[src/rtl/mem_pkg.sv]
// -----------------------------------------------------------------------------
// mem_pkg
// Shared definitions for the data-memory access path: funct3 access-size
// codes, the access FSM state encoding, the default bus timeout, and helpers
// that decide legality and build store byte lanes.
// -----------------------------------------------------------------------------
package mem_pkg;

  // funct3 codes for loads/stores (size and signedness)
  localparam logic [2:0] F3_B  = 3'b000;
  localparam logic [2:0] F3_H  = 3'b001;
  localparam logic [2:0] F3_W  = 3'b010;
  localparam logic [2:0] F3_BU = 3'b100;
  localparam logic [2:0] F3_HU = 3'b101;

  localparam int TIMEOUT_DEFAULT = 256;

  typedef enum logic [1:0] {
    S_IDLE = 2'd0,
    S_BUSY = 2'd1,
    S_DONE = 2'd2
  } state_t;

  // Legal = known size code for the direction, and address aligned to it.
  // Stores have no unsigned variants.
  function automatic logic is_legal(input logic is_store, input logic [2:0] f3,
                                    input logic [1:0] lane);
    logic ok;
    ok = 1'b0;
    case (f3)
      F3_B:    ok = 1'b1;
      F3_H:    ok = ~lane[0];
      F3_W:    ok = (lane == 2'b00);
      F3_BU:   ok = ~is_store;
      F3_HU:   ok = ~is_store & ~lane[0];
      default: ok = 1'b0;
    endcase
    return ok;
  endfunction

  function automatic logic [3:0] store_be(input logic [2:0] f3, input logic [1:0] lane);
    logic [3:0] be;
    case (f3)
      F3_B:    be = 4'b0001 << lane;
      F3_H:    be = lane[1] ? 4'b1100 : 4'b0011;
      default: be = 4'b1111;
    endcase
    return be;
  endfunction

  // Replicate the store datum across every lane; byte enables pick the lane.
  function automatic logic [31:0] store_wdata(input logic [2:0] f3, input logic [31:0] data);
    logic [31:0] wd;
    case (f3)
      F3_B:    wd = {4{data[7:0]}};
      F3_H:    wd = {2{data[15:0]}};
      default: wd = data;
    endcase
    return wd;
  endfunction

endpackage

[src/rtl/load_align_ext.sv]
// -----------------------------------------------------------------------------
// load_align_ext
// Combinational load extractor: picks the byte or halfword addressed by
// addr[1:0] out of the bus read word, then sign- or zero-extends it.
//   rdata  [31:0] in  : word returned by the data memory
//   addr   [1:0]  in  : byte offset of the access inside the word
//   funct3 [2:0]  in  : access size and signedness
//   data   [31:0] out : aligned, extended load result
// -----------------------------------------------------------------------------
module load_align_ext
  import mem_pkg::*;
(
  input  logic [31:0] rdata,
  input  logic [1:0]  addr,
  input  logic [2:0]  funct3,
  output logic [31:0] data
);

  logic [7:0]  byte_sel;
  logic [15:0] half_sel;

  always_comb begin
    // NOTE: every variable gets a value before any branch, so no path can
    // leave one unassigned and infer a latch.
    byte_sel = rdata[7:0];
    half_sel = addr[1] ? rdata[31:16] : rdata[15:0];
    data     = rdata;

    case (addr)
      2'd0:    byte_sel = rdata[7:0];
      2'd1:    byte_sel = rdata[15:8];
      2'd2:    byte_sel = rdata[23:16];
      default: byte_sel = rdata[31:24];
    endcase

    case (funct3)
      F3_B:    data = {{24{byte_sel[7]}}, byte_sel};
      F3_BU:   data = {24'h0, byte_sel};
      F3_H:    data = {{16{half_sel[15]}}, half_sel};
      F3_HU:   data = {16'h0, half_sel};
      default: data = rdata;
    endcase
  end

endmodule

[src/rtl/mem_access_unit.sv]
// -----------------------------------------------------------------------------
// mem_access_unit
// MEM-stage data-memory interface. A legal load/store in the EX/MEM slot is
// launched onto a simple req/ack bus, the pipeline is stalled until the bus
// completes (or times out), and load data is aligned and extended.
//   clk, reset            : rising-edge clock, async active-high reset
//   valid_in              : EX/MEM slot holds a live instruction
//   mem_read_in/write_in  : instruction is a load / store
//   funct3_in             : access size and sign
//   alu_result_in         : byte address
//   store_data_in         : rs2 value for stores
//   dmem_req/we/addr/be/wdata (out), dmem_rdata/ack (in) : data bus
//   stall_out             : freeze PC, IF/ID, ID/EX and EX/MEM
//   mem_read_data_out     : load result towards MEM/WB
//   fault_out             : misaligned address or illegal funct3
//   bus_error_out         : one-cycle pulse when a transfer times out
// -----------------------------------------------------------------------------
module mem_access_unit
  import mem_pkg::*;
#(
  parameter int TIMEOUT_CYCLES = TIMEOUT_DEFAULT
) (
  input  logic        clk,
  input  logic        reset,
  input  logic        valid_in,
  input  logic        mem_read_in,
  input  logic        mem_write_in,
  input  logic [2:0]  funct3_in,
  input  logic [31:0] alu_result_in,
  input  logic [31:0] store_data_in,
  output logic        dmem_req,
  output logic        dmem_we,
  output logic [31:0] dmem_addr,
  output logic [3:0]  dmem_be,
  output logic [31:0] dmem_wdata,
  input  logic [31:0] dmem_rdata,
  input  logic        dmem_ack,
  output logic        stall_out,
  output logic [31:0] mem_read_data_out,
  output logic        fault_out,
  output logic        bus_error_out
);

  // Counter value seen during the last permitted BUSY cycle.
  localparam logic [7:0] TIMEOUT_LAST = 8'(TIMEOUT_CYCLES - 1);

  state_t      state, state_next;
  logic [7:0]  busy_count;
  logic        access, legal;
  logic        ack_busy, timeout_hit;
  logic        load_q;
  logic [2:0]  funct3_q;
  logic [1:0]  lane_q;
  logic [31:0] load_data;

  assign access      = valid_in & (mem_read_in | mem_write_in);
  assign legal       = is_legal(mem_write_in, funct3_in, alu_result_in[1:0]);
  // dmem_ack only means something while a request is outstanding.
  assign ack_busy    = (state == S_BUSY) & dmem_ack;
  assign timeout_hit = (state == S_BUSY) & ~dmem_ack & (busy_count == TIMEOUT_LAST);

  // Size and offset are captured at launch so extraction does not depend on
  // the pipeline holding EX/MEM perfectly still.
  load_align_ext u_align (
    .rdata  (dmem_rdata),
    .addr   (lane_q),
    .funct3 (funct3_q),
    .data   (load_data)
  );

  // State register
  always_ff @(posedge clk or posedge reset) begin
    // NOTE: registered state uses non-blocking assignment so every flop
    // samples values from before the edge, independent of statement order.
    if (reset) state <= S_IDLE;
    else       state <= state_next;
  end

  // Next state, stall and fault
  always_comb begin
    state_next = state;
    stall_out  = 1'b0;
    fault_out  = 1'b0;
    case (state)
      S_IDLE: begin
        if (access && legal) begin
          stall_out  = 1'b1;
          state_next = S_BUSY;
        end else if (access) begin
          fault_out = 1'b1;
        end
      end
      S_BUSY: begin
        stall_out = 1'b1;
        if (ack_busy || timeout_hit) state_next = S_DONE;
      end
      // DONE lets the pipeline advance past the instruction still at the
      // inputs, so it is not launched a second time.
      S_DONE:  state_next = S_IDLE;
      default: state_next = S_IDLE;
    endcase
  end

  // Bus outputs, timeout counter and load result
  always_ff @(posedge clk or posedge reset) begin
    if (reset) begin
      busy_count        <= '0;
      dmem_req          <= 1'b0;
      dmem_we           <= 1'b0;
      dmem_addr         <= '0;
      dmem_be           <= '0;
      dmem_wdata        <= '0;
      mem_read_data_out <= '0;
      bus_error_out     <= 1'b0;
      load_q            <= 1'b0;
      funct3_q          <= '0;
      lane_q            <= '0;
    end else begin
      case (state)
        S_IDLE: begin
          busy_count    <= '0;
          bus_error_out <= 1'b0;
          if (access && legal) begin
            dmem_req   <= 1'b1;
            dmem_we    <= mem_write_in;
            dmem_addr  <= {alu_result_in[31:2], 2'b00};
            // Loads fetch the whole word; the extractor picks the lane.
            dmem_be    <= mem_write_in ? store_be(funct3_in, alu_result_in[1:0]) : 4'b1111;
            dmem_wdata <= store_wdata(funct3_in, store_data_in);
            load_q     <= ~mem_write_in;
            funct3_q   <= funct3_in;
            lane_q     <= alu_result_in[1:0];
          end
        end
        S_BUSY: begin
          if (ack_busy) begin
            dmem_req <= 1'b0;
            dmem_we  <= 1'b0;
            if (load_q) mem_read_data_out <= load_data;
          end else if (timeout_hit) begin
            dmem_req          <= 1'b0;
            dmem_we           <= 1'b0;
            mem_read_data_out <= '0;
            bus_error_out     <= 1'b1;
          end else begin
            busy_count <= busy_count + 8'd1;
          end
        end
        default: bus_error_out <= 1'b0;
      endcase
    end
  end

endmodule

[config.mk]
export PLATFORM = sky130hd
export DESIGN_NAME = mem_access_unit
export DESIGN_NICKNAME = d
export VERILOG_FILES = /design/src/rtl/mem_pkg.sv /design/src/rtl/load_align_ext.sv /design/src/rtl/mem_access_unit.sv
export SDC_FILE = /design/constraint.sdc
export NUM_CORES = 1
export LEC_CHECK = 0
export ABC_AREA = 1
export BUFFER_PORTS_ARGS = -buffer_cell sky130_fd_sc_hd__buf_2
export CAP_MARGIN = 0
export CORE_ASPECT_RATIO = 0.75
export CORE_MARGIN = 5
export CORE_UTILIZATION = 51
export DETAILED_ROUTE_END_ITERATION = 10
export PLACE_DENSITY = 0.81
export REMOVE_ABC_BUFFERS = 1
export SYNTH_ARGS = -nofsm -noshare
export SYNTH_HDL_FRONTEND = slang
export SYNTH_HIERARCHICAL = 1
export SYNTH_SLANG_ARGS = --single-unit
[constraint.sdc]
create_clock -name clk -period 4.18 [get_ports clk]
set_input_delay 0.627 -clock clk [delete_from_list [all_inputs] [get_ports clk]]
set_output_delay 0.627 -clock clk [all_outputs]
set_load 0.05 [all_outputs]
==> results of run 1 <==
[metrics by stage]
stage,setup slack (ns),total power [mW],instance area [um2]
2_1_floorplan,0.452,3.54,5760
3_3_place_gp,1.59,4.15,7020
3_5_place_dp,1.49,4.19,7020
4_1_cts,1.77,5.67,7620
5_1_grt,1.63,5.93,7620
6_report,1.78,5.63,7620
[sequential cells by signal (all words and copies together) (netlist names)]
signal and cells:
dmem_wdata 32, mem_read_data_out 32, dmem_addr 30, busy_count 8
dmem_be 4, funct3_q 3, lane_q 2, state 2
bus_error_out 1, dmem_req 1, dmem_we 1, load_q 1
[worst max-delay path, stage by stage]
cell	delay [ns]
buf_2	0.14
nor2_1	0.14
nand3_1	0.08
nand2_1	0.19
nand2_1	0.12
o21ai_0	0.18
buf_2	0.29
[routing by layer]
| layer | wire length, um | GRT usage | vias to the layer above | share of wire |
|---|---|---|---|---|
| met5 | 28 | 0 | - | 0.0016 |
| met4 | 212 | 0.0612 | 6 | 0.012 |
| met2 | 7670 | 0.362 | 256 | 0.45 |
| met3 | 1700 | 0.0861 | 22 | 0.099 |
| met1 | 7600 | 0.348 | 2733 | 0.44 |
| li1 | - | - | 2958 | - |
[placed cells by master, fill, tap and decap left out, types with 2 or more instances in the layout]
master	synthesis	final
nand2_1	395	395
buf_2	21	207
dfrtp_1	117	117
nand3_1	59	59
o21ai_0	53	53
nor2_1	50	50
inv_1	40	39
clkbuf_16	0	17
o21ai_1	13	13
o211ai_1	10	10
a21oi_1	8	8
nand4_1	5	5
nand3_2	5	5
clkinvlp_4	0	5
inv_2	4	4
inv_6	0	4
nand2_2	3	3
buf_4	5	3
nor2_4	2	2
nor2_2	2	2
conb_1	1	2
bufinv_16	0	2
clkbuf_8	0	2
[power groups by stage]
stage                     sequential [mW]  combinational (mW)  clock (mW)
after floorplan                      2.90               0.638           0
after global placement               1.74                2.41           0
after detailed placement             1.74                2.44           0
after CTS                            1.74                2.45        1.48
after global routing                 1.79                2.61        1.52
final                                1.74                2.44        1.46
[kinds of logic (layout without fill, tap and decap cells)]
| family | after synthesis | after routing | share of synthesized area |
|---|---|---|---|
| and+or+nand+nor | 525 | 525 | 0.356 |
| DFF | 117 | 117 | 0.486 |
| AOI/OAI and AO/OA | 89 | 89 | 0.0805 |
| buffers and inverters | 84 | 286 | 0.0722 |
| xor gates and xnor gates | 2 | 2 | 0.00291 |
| adders and majority gates | 1 | 1 | 0.00208 |
| other | 1 | 2 | 0.000622 |
[area by class of cell]
cell class | instances | area (um2) | share of cell area
well taps | 162 | 203 | 0.0266
clock buffers | 19 | 453 | 0.0594
repair buffers | 210 | 1060 | 0.139
flip-flops and latches | 117 | 2930 | 0.384
inverters | 44 | 168 | 0.0220
clock inverters | 13 | 146 | 0.0192
multi-input cells | 619 | 2670 | 0.350
[path summary, 6_finish.rpt]
path                                       start                    end  slack [ns]  cells past startpoint
hold reg to reg            mem_read_data_out[16]  mem_read_data_out[16]        0.47                      2
max in group asynchronous                  reset         dmem_wdata[11]        2.95                      3
setup / recovery                    funct3_in[0]              stall_out        1.78                      7
setup reg to reg                     funct3_q[1]  mem_read_data_out[31]        1.92                      7
min in group clk               alu_result_in[23]          dmem_addr[23]        0.41                      3
hold / removal                             reset          busy_count[4]        0.31                      2
==> flow_summary_export.csv, run 1 <==
group,metric,value,unit
cts,cts_max_path_buffers,2,
sta,fin_crit_sh,0.574,
sta,slew_headroom,0.188,
yosys,synthTopCellsByArea,"dfrtp_1, nand2_1, nand3_1",
routing,ant_nets,0,
routing,wl_per_cell,14.5,um
run,maxCapViolCount,0,
sta,tightestPinTransition,1.22,ns
floorplanning,rows,34,
sta,finClkSkew,0.00739,ns
sta,grt_setup_unrepaired,"false",
layout,filler_cell_count,1031,
worst_setup_path,cp-end-kind,"output port",
yosys,synthesis.area,6030,um2
routing,drc,0,
yosys,synthCells,819,
layout,instances_no_fill,1184,
cts,post_cts.repair.setup_buffers,0,
yosys,yosysMostFrequentCell,"nand2_1",
global_routing,grt_max_degree,97,
yosys,synth-seq-cells,117,
routing,routed_via_density,5.05,
floorplanning,coreArea,11600,um2
power_and_ir_drop,power_density,739,nW/um2
floorplanning,die_y,104,um
sta,hold_viol_final,0,
global_routing,grt_overflow_total,0,
floorplanning,dieArea,14100,um2
worst_setup_path,path_class,"in2out",
yosys,synth_edf_count,0,
power_and_ir_drop,swShare,0.477,
cts,clkSlewWorstSetupHoldPaths,0.05,ns
power_and_ir_drop,p_seq_frac,0.309,
yosys,synth_top_area_cell,"dfrtp_1",
routing,routed_wl,17.2,mm
floorplanning,io_pins,210,
placed_design,dp_hpwl,12.1,mm
power_and_ir_drop,pwr-share-clk,0.259,
routing,vias,5975,
yosys,yosys_most_used_dff,"dfrtp_1",
floorplanning,die_width,136,um
routing,first_iter_violations,479,
cts,cts_root_buf,"clkbuf_16",
routing,drt-pass1-iter-count,7,
power_and_ir_drop,peakVddDrop,441,uV
placed_design,gp_congestion,0.921,
worst_setup_path,cp.required,3.55,ns
sta,hold-worst-slack,0.314,ns
yosys,synth_top_area_share,0.486,
cts,cts_made_buffers,17,
global_routing,antenna_found_initial,3,
hold_path,hp-class,"in2async",
power_and_ir_drop,p_leak,4.40,nW
sta,slew_violations,0,
yosys,avgSynthCellArea,7.36,um2
sta,setup_violations,0,
layout,diodes,0,
global_routing,grt_pass1_wl,27.8,mm
global_routing,first_global_vias,5561,
sta,setup_tns,0,ns
layout,postLayoutCoreUtil,0.659,
cts,h-tree-depth,4,
sta,max_freq,0.417,GHz
yosys,seq_area_frac_synth,0.486,
floorplanning,start_util,0.521,
power_and_ir_drop,pwr-share-comb,0.432,
sta,finalCriticalPeriod,2.40,ns
run_status,status,"finished clean",
yosys,synth_common_cells,"nand2_1, dfrtp_1, nand3_1",
cts,postCtsResizedCells,0,
layout,area.growth.synth_to_final,26.5,%
worst_setup_path,arrival,1.77,ns
layout,final_nets,1115,
cts,clock_latency,0.41,ns
cts,ctsHoldBuffers,0,
worst_setup_path,start_kind,"input port",
power_and_ir_drop,switchingPower,2.69,mW
cts,cts_tree,"done",
placed_design,numPortBuffers,207,
power_and_ir_drop,p_int,2.95,mW
worst_setup_path,critPathMaxFanout,5,
yosys,yosys_warnings,6,
yosys,async_flop_share,1.00,
cts,clock_sinks,117,
global_routing,grt_usage,0.246,
layout,drive_gt1_frac,0.257,
yosys,synth_cell_type_count,32,
placed_design,place_inst,1152,
Power figures use the tool's default switching activity.
==> run 2: changes to the inputs <==
- ABC_AREA: 1 -> 0
- CORE_UTILIZATION: 51 -> 45
- PLACE_DENSITY: 0.81 -> 0.76
- clock period: 4.18 -> 2 ns (I/O delays scaled with it)
==> flow_summary_export.csv, run 2 <==
group,metric,value,unit
run_status,status,"finished clean",
hold_path,hp-class,"in2reg",
yosys,synthesis.area,5830,um2
global_routing,grt_usage,0.218,
layout,drive_gt1_frac,0.388,
worst_setup_path,start_kind,"input port",
worst_setup_path,cpPeakStageDelay,0.46,ns
power_and_ir_drop,power_density,1600,nW/um2
routing,first_iter_violations,429,
routing,drt-pass1-iter-count,5,
yosys,synth_common_cells,"dfrtp_1, nand2_1, nor2_1",
worst_setup_path,path_class,"in2out",
yosys,yosys_most_used_dff,"dfrtp_1",
worst_setup_path,r2r_end,"mem_read_data_out[13]",
yosys,yosysMostFrequentCell,"dfrtp_1",
global_routing,grt_pass1_wl,26.4,mm
worst_setup_path,critPathTopFamily,"simple AND/OR/NAND/NOR gates",
global_routing,grt_overflow_total,0,
sta,grt_setup_unrepaired,"false",
cts,h-tree-depth,4,
placed_design,gp_congestion,0.904,
yosys,synth_cell_type_count,54,
worst_setup_path,r2r_cells,5,
sta,setup_tns,0,ns
yosys,synth-seq-cells,117,
power_and_ir_drop,switchingPower,5.65,mW
sta,tightestPinTransition,0.618,ns
routing,drc,0,
yosys,yosys_warnings,6,
worst_setup_path,path_depth,6,
yosys,seq_area_frac_synth,0.502,
layout,area.growth.synth_to_final,33.1,%
worst_setup_path,cp-end-kind,"output port",
layout,final_nets,850,
global_routing,first_global_vias,5148,
yosys,avgSynthCellArea,11.1,um2
worst_setup_path,path_cells,"buf_2 -> nor4_2 -> o21a_1 -> nor2_1 -> nor2_1 -> buf_2",
yosys,synth_edf_count,0,
power_and_ir_drop,fin_total_pwr,12.4,mW
sta,slew_headroom,0.587,
power_and_ir_drop,pwr-share-clk,0.254,
worst_setup_path,arrival,1.59,ns
yosys,synthTopCellsByArea,"dfrtp_1, mux2_1, a22o_1",
floorplanning,rows,36,
cts,cts_max_path_buffers,2,
sta,max_freq,0.529,GHz
layout,diodes,0,
routing,ant_nets,0,
layout,postLayoutCoreUtil,0.605,
sta,hold_viol_final,0,
sta,slew_violations,0,
yosys,async_flop_share,1.00,
floorplanning,die_y,109,um
worst_setup_path,cp.required,1.70,ns
power_and_ir_drop,swShare,0.455,
power_and_ir_drop,p_int,6.76,mW
power_and_ir_drop,pwr-share-comb,0.453,
layout,design_area,7760,um2
floorplanning,io_pins,210,
yosys,synthCells,527,
cts,cts_tree,"done",
cts,clkSlewWorstSetupHoldPaths,0.06,ns
placed_design,dp_hpwl,12.0,mm
routing,routed_wl,16.5,mm
worst_setup_path,worst-path-buf-inv,2,
worst_setup_path,r2r-start,"lane_q[0]",
worst_setup_path,worstSetupStartpoint,"funct3_in[0]",
sta,finClkSkew,0.00882,ns
cts,cts_made_buffers,17,
power_and_ir_drop,peakVddDrop,1080,uV
routing,routed_via_density,5.46,
layout,final_cell_mix,"buf_2, dfrtp_1, nand2_1",
layout,layout_commonest_cell,"buf_2",
cts,clock_sinks,117,
global_routing,grt_max_degree,59,
sta,setup_violations,0,
yosys,synth_top_area_cell,"dfrtp_1",
floorplanning,die_width,141,um
cts,cts_root_buf,"clkbuf_16",
layout,largest_registers,"dmem_wdata x32, mem_read_data_out x32, dmem_addr x30",
global_routing,antenna_found_initial,0,
run,maxCapViolCount,0,
power_and_ir_drop,p_leak,3.89,nW
cts,clock_latency,0.42,ns
sta,fin_crit_sh,0.945,
floorplanning,start_util,0.454,
routing,vias,5066,
routing,wl_per_cell,17.8,um
layout,filler_cell_count,1046,
worst_setup_path,crit_path_end,"stall_out",
worst_setup_path,r2r_setup_slack,0.20,ns
worst_setup_path,cp_slowest_cell,"nor4_2",
placed_design,numPortBuffers,207,
yosys,synth_top_area_share,0.502,
floorplanning,dieArea,15400,um2
sta,finalCriticalPeriod,1.89,ns
power_and_ir_drop,p_seq_frac,0.292,
floorplanning,coreArea,12800,um2
worst_setup_path,critPathMaxFanout,6,
hold_path,worstHoldStart,"alu_result_in[25]",
placed_design,placed_area,7090,um2
## run 2: worst reg2reg max path, delay by kind of cell, from the launching register on
kind	cells	cell delay, ns
AO/OA/AOI/OAI	3	0.58
flip-flops	1	0.55
multiplexers	1	0.36
buffers and inverters	1	0.19
## run 2: worst min path at each step
| stage | slack, ns | end | depth (start not counted) |
|---|---|---|---|
| CTS | 0.08 | dmem_addr[25] | 2 |
| finish | 0.09 | dmem_addr[25] | 2 |
| global placement | 0.33 | dmem_addr[22] | 2 |
| detailed placement | 0.34 | dmem_addr[5] | 2 |
| floorplan | 0.39 | load_q | 1 |
| global route | 0.09 | dmem_addr[31] | 2 |
## run 2: logic make-up (layout without fill, tap and decap cells)
group           count (synthesis)  count (layout)  share of synthesized area
compound gates                149             149                      0.182
xor+xnor                        2               2                    0.00300
fa+ha+maj                       1               1                    0.00215
buf+inv                        57             286                     0.0508
flops                         117             117                      0.502
mux                            77              77                      0.167
other cells                     1               2                   0.000643
simple gates                  123             123                     0.0927
## run 2: per-stage QoR
step | setup WS (ns) | cells | hold slack (ns)
floorplan | -1.40 | 489 | 0.395
global placement | 0.136 | 890 | 0.331
detailed placement | 0.118 | 890 | 0.342
CTS | 0.0270 | 923 | 0.0772
global route | 0.00645 | 928 | 0.0857
finish | 0.110 | 928 | 0.0920
## run 2: power by group through the flow
| stage | Combinational [mW] | Clock [mW] | Sequential, mW |
|---|---|---|---|
| 2_1_floorplan | 1.50 | 0 | 6.18 |
| 3_3_place_gp | 5.54 | 0 | 3.60 |
| 3_5_place_dp | 5.63 | 0 | 3.64 |
| 4_1_cts | 5.64 | 3.21 | 3.63 |
| 5_1_grt | 5.94 | 3.35 | 3.72 |
| 6_report | 5.63 | 3.16 | 3.62 |
## run 2: layout make-up
type                            instances  area, um2  area share
Clock buffer                           20        467      0.0601
Clock inverter                         12        153      0.0197
Inverter                               18       70.1     0.00902
Multi-Input combinational cell        354       2620       0.338
Sequential cell                       117       2930       0.377
Tap cell                              171        214      0.0276
Timing Repair Buffer                  236       1310       0.169
## run 2: routing by layer
metal / vias up / global-route usage / routed length (um)
met4: 0 / 0.0822 / 267
met2: 226 / 0.336 / 7780
met1: 2458 / 0.283 / 6900
li1: 2358 / - / -
met5: - / 0 / 0
met3: 24 / 0.0805 / 1530
## run 2: repair_timing
action / 4_1_cts / 5_1_grt
hold buffers: 1 / 0
gates resized for setup: 0 / 4
setup endpoints to repair: 0 / 1
endpoints found under the hold margin: 31 / 0
setup buffers: 0 / 5
